==> src/rtl/mc_pkg.sv <==
// Shared decode constants, FSM state type and operand bundle for the MIPS-style ID stage.
package mc_pkg;

    localparam int unsigned XLEN  = 32;
    localparam int unsigned REG_W = 5;
    localparam int unsigned NREGS = 32;
    localparam int unsigned OP_W  = 6;

    localparam logic [OP_W-1:0] OP_RTYPE = 6'h00;
    localparam logic [OP_W-1:0] OP_J     = 6'h02;
    localparam logic [OP_W-1:0] OP_JAL   = 6'h03;
    localparam logic [OP_W-1:0] OP_BEQ   = 6'h04;
    localparam logic [OP_W-1:0] OP_BNE   = 6'h05;
    localparam logic [OP_W-1:0] OP_ADDI  = 6'h08;
    localparam logic [OP_W-1:0] OP_ANDI  = 6'h0C;
    localparam logic [OP_W-1:0] OP_XORI  = 6'h0E;
    localparam logic [OP_W-1:0] OP_LUI   = 6'h0F;
    localparam logic [OP_W-1:0] OP_LW    = 6'h23;
    localparam logic [OP_W-1:0] OP_SW    = 6'h2B;
    localparam logic [OP_W-1:0] FN_JR    = 6'h08;

    localparam logic [REG_W-1:0] REG_RA = 5'd31;

    typedef enum logic [1:0] {
        ST_IDLE,
        ST_READ,
        ST_HOLD
    } id_state_e;

    typedef struct packed {
        logic [XLEN-1:0]  a;
        logic [XLEN-1:0]  b;
        logic [XLEN-1:0]  imm;
        logic [REG_W-1:0] dst;
        logic             wen;
    } ex_bundle_t;

    function automatic logic uses_rs(input logic [OP_W-1:0] op);
        return !(op == OP_J || op == OP_JAL);
    endfunction

    function automatic logic uses_rt(input logic [OP_W-1:0] op);
        return (op == OP_RTYPE) || (op == OP_BEQ) || (op == OP_BNE) || (op == OP_SW);
    endfunction

    // Logical immediates (andi/ori/xori) zero-extend; everything else sign-extends.
    function automatic logic [XLEN-1:0] ext_imm(input logic [OP_W-1:0] op,
                                                input logic [15:0]     imm16);
        if (op inside {[OP_ANDI:OP_XORI]})
            return {16'h0000, imm16};
        return {{16{imm16[15]}}, imm16};
    endfunction

endpackage

==> src/rtl/mc_scoreboard.sv <==
// Register busy mask: one bit per GPR, set on issue and cleared on writeback.
module mc_scoreboard
    import mc_pkg::*;
(
    input  logic             clk,
    input  logic             rst,
    input  logic             set_en,
    input  logic [REG_W-1:0] set_idx,
    input  logic             clr_en,
    input  logic [REG_W-1:0] clr_idx,
    output logic [NREGS-1:0] busy
);

    logic [NREGS-1:0] busy_nxt;

    // Set is applied after clear so it wins on a collision; $zero never goes busy.
    always_comb begin
        busy_nxt = busy;
        if (clr_en)
            busy_nxt[clr_idx] = 1'b0;
        if (set_en)
            busy_nxt[set_idx] = 1'b1;
        busy_nxt[0] = 1'b0;
    end

    always_ff @(posedge clk) begin
        if (rst)
            busy <= '0;
        else
            busy <= busy_nxt;
    end

endmodule

==> src/rtl/mc_id_stage.sv <==
// Decode/operand-read stage with RAW scoreboard interlock.
// Define MC_ID_BYPASS_EN to forward writeback data straight into READ.
module mc_id_stage
    import mc_pkg::*;
(
    input  logic             clk,
    input  logic             rst,
    input  logic             if_valid,
    output logic             if_ready,
    input  logic [XLEN-1:0]  if_instr,
    input  logic [XLEN-1:0]  if_pc4,
    output logic [REG_W-1:0] rf_rs,
    output logic [REG_W-1:0] rf_rt,
    input  logic [XLEN-1:0]  rf_data1,
    input  logic [XLEN-1:0]  rf_data2,
    input  logic             wb_we,
    input  logic [REG_W-1:0] wb_rd,
    input  logic [XLEN-1:0]  wb_data,
    output logic             ex_valid,
    input  logic             ex_ready,
    output logic [XLEN-1:0]  ex_a,
    output logic [XLEN-1:0]  ex_b,
    output logic [XLEN-1:0]  ex_imm,
    output logic [REG_W-1:0] ex_dst,
    output logic             ex_wen,
    output logic [OP_W-1:0]  ex_op,
    output logic [OP_W-1:0]  ex_funct,
    output logic [XLEN-1:0]  ex_pc4
);

    id_state_e        state;
    logic [XLEN-1:0]  ir;
    logic [XLEN-1:0]  pc4;
    ex_bundle_t       bnd;
    ex_bundle_t       dec;
    logic [NREGS-1:0] busy;
    logic [OP_W-1:0]  op;
    logic [OP_W-1:0]  fn;
    logic             rs_used;
    logic             rt_used;
    logic             byp_rs;
    logic             byp_rt;
    logic             hazard;
    logic             sb_set;

    assign rf_rs    = ir[25:21];
    assign rf_rt    = ir[20:16];
    assign op       = ir[31:26];
    assign fn       = ir[5:0];
    assign ex_op    = op;
    assign ex_funct = fn;
    assign ex_pc4   = pc4;
    assign ex_a     = bnd.a;
    assign ex_b     = bnd.b;
    assign ex_imm   = bnd.imm;
    assign ex_dst   = bnd.dst;
    assign ex_wen   = bnd.wen;

    assign rs_used = uses_rs(op);
    assign rt_used = uses_rt(op);

`ifdef MC_ID_BYPASS_EN
    assign byp_rs = wb_we && (wb_rd != '0) && (wb_rd == rf_rs) && rs_used;
    assign byp_rt = wb_we && (wb_rd != '0) && (wb_rd == rf_rt) && rt_used;
`else
    logic unused_wb_data;
    assign unused_wb_data = ^wb_data;
    assign byp_rs = 1'b0;
    assign byp_rt = 1'b0;
`endif

    assign hazard = (rs_used && busy[rf_rs] && !byp_rs) ||
                    (rt_used && busy[rf_rt] && !byp_rt);

    // Operand bundle as it would be latched if READ completes this cycle.
    always_comb begin
        dec     = '0;
        dec.imm = ext_imm(op, ir[15:0]);
`ifdef MC_ID_BYPASS_EN
        dec.a   = byp_rs ? wb_data : rf_data1;
        dec.b   = byp_rt ? wb_data : rf_data2;
`else
        dec.a   = rf_data1;
        dec.b   = rf_data2;
`endif
        if (op == OP_RTYPE) begin
            dec.dst = ir[15:11];
            dec.wen = (fn != FN_JR);
        end else if (op == OP_JAL) begin
            dec.dst = REG_RA;
            dec.wen = 1'b1;
        end else if ((op inside {[OP_ADDI:OP_LUI]}) || (op == OP_LW)) begin
            dec.dst = ir[20:16];
            dec.wen = 1'b1;
        end
    end

    assign sb_set = (state == ST_HOLD) && ex_ready && bnd.wen && (bnd.dst != '0);

    mc_scoreboard u_sb (
        .clk     (clk),
        .rst     (rst),
        .set_en  (sb_set),
        .set_idx (bnd.dst),
        .clr_en  (wb_we),
        .clr_idx (wb_rd),
        .busy    (busy)
    );

    // IDLE accepts, READ waits out hazards, HOLD presents to execute.
    always_ff @(posedge clk) begin
        if (rst) begin
            state    <= ST_IDLE;
            ir       <= '0;
            pc4      <= '0;
            bnd      <= '0;
            if_ready <= 1'b1;
            ex_valid <= 1'b0;
        end else begin
            case (state)
                ST_IDLE: begin
                    if (if_valid) begin
                        ir       <= if_instr;
                        pc4      <= if_pc4;
                        if_ready <= 1'b0;
                        state    <= ST_READ;
                    end
                end
                ST_READ: begin
                    if (!hazard) begin
                        bnd      <= dec;
                        ex_valid <= 1'b1;
                        state    <= ST_HOLD;
                    end
                end
                ST_HOLD: begin
                    if (ex_ready) begin
                        ex_valid <= 1'b0;
                        if_ready <= 1'b1;
                        state    <= ST_IDLE;
                    end
                end
                default: begin
                    ex_valid <= 1'b0;
                    if_ready <= 1'b1;
                    state    <= ST_IDLE;
                end
            endcase
        end
    end

endmodule
==> config.mk <==
export PLATFORM = sky130hd
export DESIGN_NAME = mc_id_stage
export DESIGN_NICKNAME = d
export VERILOG_FILES = /design/src/rtl/mc_pkg.sv /design/src/rtl/mc_scoreboard.sv /design/src/rtl/mc_id_stage.sv
export SDC_FILE = /design/constraint.sdc
export NUM_CORES = 1
export LEC_CHECK = 0
export CORE_MARGIN = 10
export CORE_UTILIZATION = 35
export DETAILED_ROUTE_END_ITERATION = 6
export DONT_BUFFER_PORTS = 1
export PLACE_DENSITY = 0.55
export RECOVER_POWER = 25
export SKIP_LAST_GASP = 1
export SYNTH_ARGS = -nofsm -noshare
export SYNTH_HDL_FRONTEND = slang
export SYNTH_SLANG_ARGS = --single-unit
==> constraint.sdc <==
create_clock -name clk -period 2.6 [get_ports clk]
set_input_delay 0.65 -clock clk [delete_from_list [all_inputs] [get_ports clk]]
set_output_delay 0.65 -clock clk [all_outputs]
set_load 0.01 [all_outputs]
Yosys cells after proc, flatten, opt, wreduce, memory -nomap -nowiden --
Cells that the tools add are included.
Word-level totals: bits in registers 202, bits of input ports 170, output and inout bits 158, logic and storage cells 90
Cells by class: order comparisons 10, eq/ne operators 12, mux-type cells 26, bitwise operators 6, reductions and logical operators 24
Operator list (number):
- $mux W32 | 4
- $and A32 B32 Y32 | 1
- $not A32 Y32 | 1
- $or A32 B32 Y32 | 1
- $lt A5 B6 Y1 const B | 4
- $mux W6 | 3
- $eq A6 B2 Y1 const B | 2
- $eq A6 B3 Y1 const B | 2
- $eq A6 B6 Y1 const B | 2
- $ge A6 B4 Y1 const B | 2
- $le A6 B4 Y1 const B | 2
- $bmux W1 S5 | 2
- $demux W1 S5 | 2
- $ge A5 B1 Y1 const B | 2
- $logic_and A1 B1 Y1 | 9
- $mux W1 | 9
- $reduce_and A3 Y1 | 3
- $logic_not A6 Y1 | 1
- $logic_or A1 B1 Y1 | 6
- $mux W2 | 3
- $ne A2 B2 Y1 const B | 3
- $ne A6 B4 Y1 const B | 1
- $pmux W1 S3 | 2
- $pmux W2 S3 | 1
- 7 further kinds | 10

Logic depth before layout (Yosys ltp) --
Gate-level depths: netlist (run 1).
depth in word-level cells 9, depth in mapped cells 11, depth with buffers taken out 7

By module --
Synthesis (run 1) repeated with hierarchy kept, for this count alone.
Unflattened totals: cell total of the unflattened synthesis 924, area, all modules 8379.3 sq um
By module, submodules not included:
- mc_id_stage | times used 1, cells each 768, area each 7019.2 sq um, seq. area each 3103.0 sq um
- mc_scoreboard | times used 1, cells each 156, area each 1360.1 sq um, seq. area each 620.6 sq um

Worst setup path after synthesis (run 1) --
Ideal clock, no wire load.
path type register -> register, start point reg ir[21], end point reg bnd, in the netlist ex_a[10], arrival time 2245 ps, data required time 2530 ps, setup slack 284 ps, stages on the path, launching flop included 11, path buffers 4, cells stage by stage dfxtp_1 buf_6 mux4_2 or3_1 a32oi_2 o22a_1 buf_4 buf_12 buf_8 nand3_1 a21oi_1
Between the ends: cells in the longest elaborated chain, start to end 6
RTL lines:
- start, declared | RTL line mc_id_stage.sv:32 | logic [XLEN-1:0] ir;
- start signal, assigned | RTL line mc_id_stage.sv:123 | ir <= if_instr;
- $bmux W1 S5 | RTL line mc_id_stage.sv:72 | assign hazard = (rs_used && busy[rf_rs] && !byp_rs) ||
- $mux W1 (not written as such) | RTL line mc_id_stage.sv:72
- $logic_and A1 B1 Y1 | RTL line mc_id_stage.sv:72
- $logic_or A1 B1 Y1 | RTL line mc_id_stage.sv:72
- $not A1 Y1 (no source line)
- $reduce_and A2 Y1 (no source line)
- end signal, assigned | RTL line mc_id_stage.sv:116 | bnd <= '0;
- end signal, assigned | RTL line mc_id_stage.sv:131 | bnd <= dec;
- end, declared | RTL line mc_id_stage.sv:34 | ex_bundle_t bnd;
No other way between the ends. The select of a mux whose other input is x is not followed. A chain may end at the register's enable or synchronous reset.

Final worst setup path (run 1) --
start point reg ir[21], end point reg bnd, in the netlist ex_imm[3]
Same word-level chain as after synthesis.

==> run_results.csv, run 1 <==
group,metric,value,unit
worst_hold_path,hold_class,"input port to flip-flop",
floorplanning,io_pins,328,
placement,dpl-instance-area,0.007973,mm2
floorplanning,initial_utilization,35.59,%
worst_setup_path,crit_required,2960,ps
sta,hold_viol,0,
layout,layout_commonest_cell,"a21oi_1",
clocking,numCtsBuffers,17,
worst_setup_path,cp-start-kind,"flip-flop",
sta,relSlewSlack,45.67,%
sta,finalCritPeriodShare,94.71,%
placement,gp_congestion,0.7874,
detailed_routing,drt_iter0_markers,588,
detailed_routing,first_pass_iters,7,
floorplanning,rows,54,
synthesis,avgSynthCellArea,8.151,um2
detailed_routing,wire_per_inst,21.63,um
worst_setup_path,cp_top_family,"multiplexers",
worst_setup_path,slowest_stage,"mux4_2",
synthesis,yosysSeqAreaShare,47.94,%
detailed_routing,viasPerCell,5.604,
synthesis,netlist_instances,953,
clocking,clock_sinks,186,
sta,rsz0062_at_grt,"yes",
grt,grt_pass1_vias,6321,
clocking,clk_latency,430,ps
worst_setup_path,worstPathCellList,"buf_4 > mux4_2 > mux2i_2 > a32o_1 > o22a_2 > buf_12 > buf_4 > nand3_1 > a21oi_1",
layout,drive_above_1_share,10.76,%
worst_setup_path,critical_path_class,"flip-flop to flip-flop",
worst_setup_path,critPathMaxStageDelay,510,ps
grt,grt_usage,17.16,%
grt,grt_first_pass_wirelength,38940,um
power_and_ir_drop,p_leak,2.848,nW
sta,min_period,2463,ps
clocking,tritoncts,"yes",
grt,grt_max_degree,189,
layout,fin_util,39.63,%
clocking,h-tree-depth,4,
status,status,"completed",
worst_setup_path,worstPathMaxFanout,18,
floorplanning,die_w,169.0,um
layout,fin_cells,1200,
detailed_routing,vias,6725,
synthesis,synthArstFlopShare,0,%
sta,clock.fmax,406.1,MHz
job,max_cap_viol_count,0,
floorplanning,core_area,0.02182,mm2
synthesis,yosysWarnings,0,
placement,dp.cells,1168,
layout,diodes,0,
clocking,path_clk_slew,70,ps
layout,area_growth,11.36,%
placement,hpwl,17800,um
clocking,clockBufferDepth,2,
worst_setup_path,cpMostUsedCell,"buf_4",
clocking,cts_root_buffer,"clkbuf_16",
clocking,holdBufCountCts,0,
placement,pre_cts_ws,38.98,ps
worst_setup_path,cp_num_buf_inv,3,
sta,layout_setup_ws,137.5,ps
layout,fin_nets,1078,
synthesis,synthesis.nets,1123,
worst_setup_path,cp-end-kind,"flip-flop",
layout,fillers,2245,
layout,fin_area,0.008650,mm2
power_and_ir_drop,ir_drop,0.0004357,V
power_and_ir_drop,p_per_area,828.4,mW/mm2
worst_setup_path,crit_arrival,2820,ps
power_and_ir_drop,p_total,7.165,mW
detailed_routing,ant_nets,0,
synthesis,yosys.cell_types.count,40,
floorplanning,die_h,169.0,um
detailed_routing,routed_wl,25960,um
sta,slew_viol_final,0,
floorplanning,dieArea,0.02855,mm2
grt,gr-total-overflow,0,
synthesis,syn_area,0.007767,mm2
synthesis,synth-main-ff-cell,"dfxtp_1",
placement,port_buffers,0,
synthesis,synth_edf_count,0,
layout,final_cell_mix,"a21oi_1, dfxtp_1, nand2_1, o21ai_0, nand3_1",
sta,worst_pin_slew,794.4,ps
detailed_routing,drc,0,
synthesis,synth_seq_cells,186,
sta,clock_skew,12.25,ps
sta,setup_violations,0,
grt,antenna_found_initial,0,
## area by class of cell
class | instances | area (um2) | area share (%)
flip-flops and latches | 186 | 3727 | 43.09
multi-input cells | 662 | 3525 | 40.75
clock buffers | 19 | 452.9 | 5.237
repair buffers | 38 | 372.9 | 4.311
well taps | 280 | 350.3 | 4.050
clock inverters | 12 | 210.2 | 2.430
inverters | 3 | 11.26 | 0.1302
## where the power goes
group	switching, mW	internal (mW)
clock network	1.17	1.77
registers	0.273	3.02
logic	0.583	0.348
## kinds of logic (layout without fill, tap and decap cells)
kind of cell    count (synthesis)  in the layout  synth area share (%)
buf+inv                       105             72                 7.071
simple gates                  320            320                 18.67
compound gates                324            324                 21.71
mux                            18             18                 4.607
flops                         186            186                 47.94
## metal layers
layer  routed length (um)  GRT usage [%]
met1                10570          21.09
met2                12490          27.07
met3                 2524          6.948
met4                  367          5.028
met5                    0              0
## synth_stat cells (2+ instances only)
| cell type | count | area share, % |
|---|---|---|
| a2111oi_0 | 3 | 0.34 |
| o21bai_1 | 2 | 0.19 |
| o22ai_1 | 2 | 0.16 |
| nand3_1 | 88 | 5.7 |
| mux4_2 | 14 | 4.1 |
| buf_1 | 9 | 0.43 |
| nand2b_1 | 6 | 0.48 |
| o21ai_0 | 114 | 7.3 |
| buf_2 | 9 | 0.58 |
| nor3_1 | 4 | 0.26 |
| buf_4 | 26 | 2.5 |
| nor4_1 | 3 | 0.24 |
| or3b_2 | 2 | 0.23 |
| nor2_1 | 19 | 0.92 |
| nor3b_1 | 9 | 0.87 |
| dfxtp_1 | 186 | 48 |
| buf_8 | 2 | 0.39 |
| and3_1 | 2 | 0.16 |
| or3_1 | 2 | 0.16 |
| mux2_2 | 2 | 0.29 |
| mux2i_1 | 2 | 0.26 |
| clkbuf_1 | 54 | 2.6 |
| a21oi_1 | 192 | 12 |
| nand3b_1 | 7 | 0.68 |
| and3b_1 | 3 | 0.34 |
| nand2_1 | 171 | 8.3 |
| inv_1 | 3 | 0.14 |
| a211oi_1 | 5 | 0.48 |
## final timing paths
| check | slack, ps | depth (start not counted) | endpoint | startpoint |
|---|---|---|---|---|
| worst min-delay path | 290 | 1 | ex_pc4[14] | rst |
| worst min register to register | 450 | 2 | ir[7] | ir[7] |
| worst max register to register | 140 | 9 | ex_imm[3] | ir[21] |
| worst max-delay path | 140 | 9 | ex_imm[3] | ir[21] |
## per-stage QoR
stage,TNS (ps),hold slack (ps)
after CTS,0,278.4
after floorplan,0,436.6
after global routing,-17.91,266.0
after global placement,0,438.2
final,0,285.2
after detailed placement,0,441.3
## worst reg2reg max path, delay by kind of cell (launching register included)
kind                   cells  cell delay [ps]
buffers and inverters      3              530
and+or+nand+nor            1              110
muxes                      2              720
DFF                        1              430
AOI/OAI and AO/OA          3              600
## timing repair
action                                  in CTS  in global routing
endpoints found under the setup margin       0                 89
buffers inserted                             0                  1
resized for setup                            0                  3
## registers in the layout, indices dropped and copies added (netlist names)
signal,flops
ex_a,32
ex_b,32
ex_dst,5
ex_imm,17
ex_pc4,32
ex_valid,1
ex_wen,1
if_ready,1
ir,32
state,2
u_sb.busy,31
Power figures use the tool's default switching activity.
==> run 2: changes to the inputs <==
CTS_CLUSTER_SIZE = 14   (was default)
==> results of run 2 <==
Final layout, timing and power as in run 1 (identical DEF).
==> run 3: changes to the inputs <==
HOLD_SLACK_MARGIN = 0.08   (was default)
TNS_END_PERCENT = 5   (was default)
==> results of run 3 <==
Final layout, timing and power as in run 1 (identical DEF).
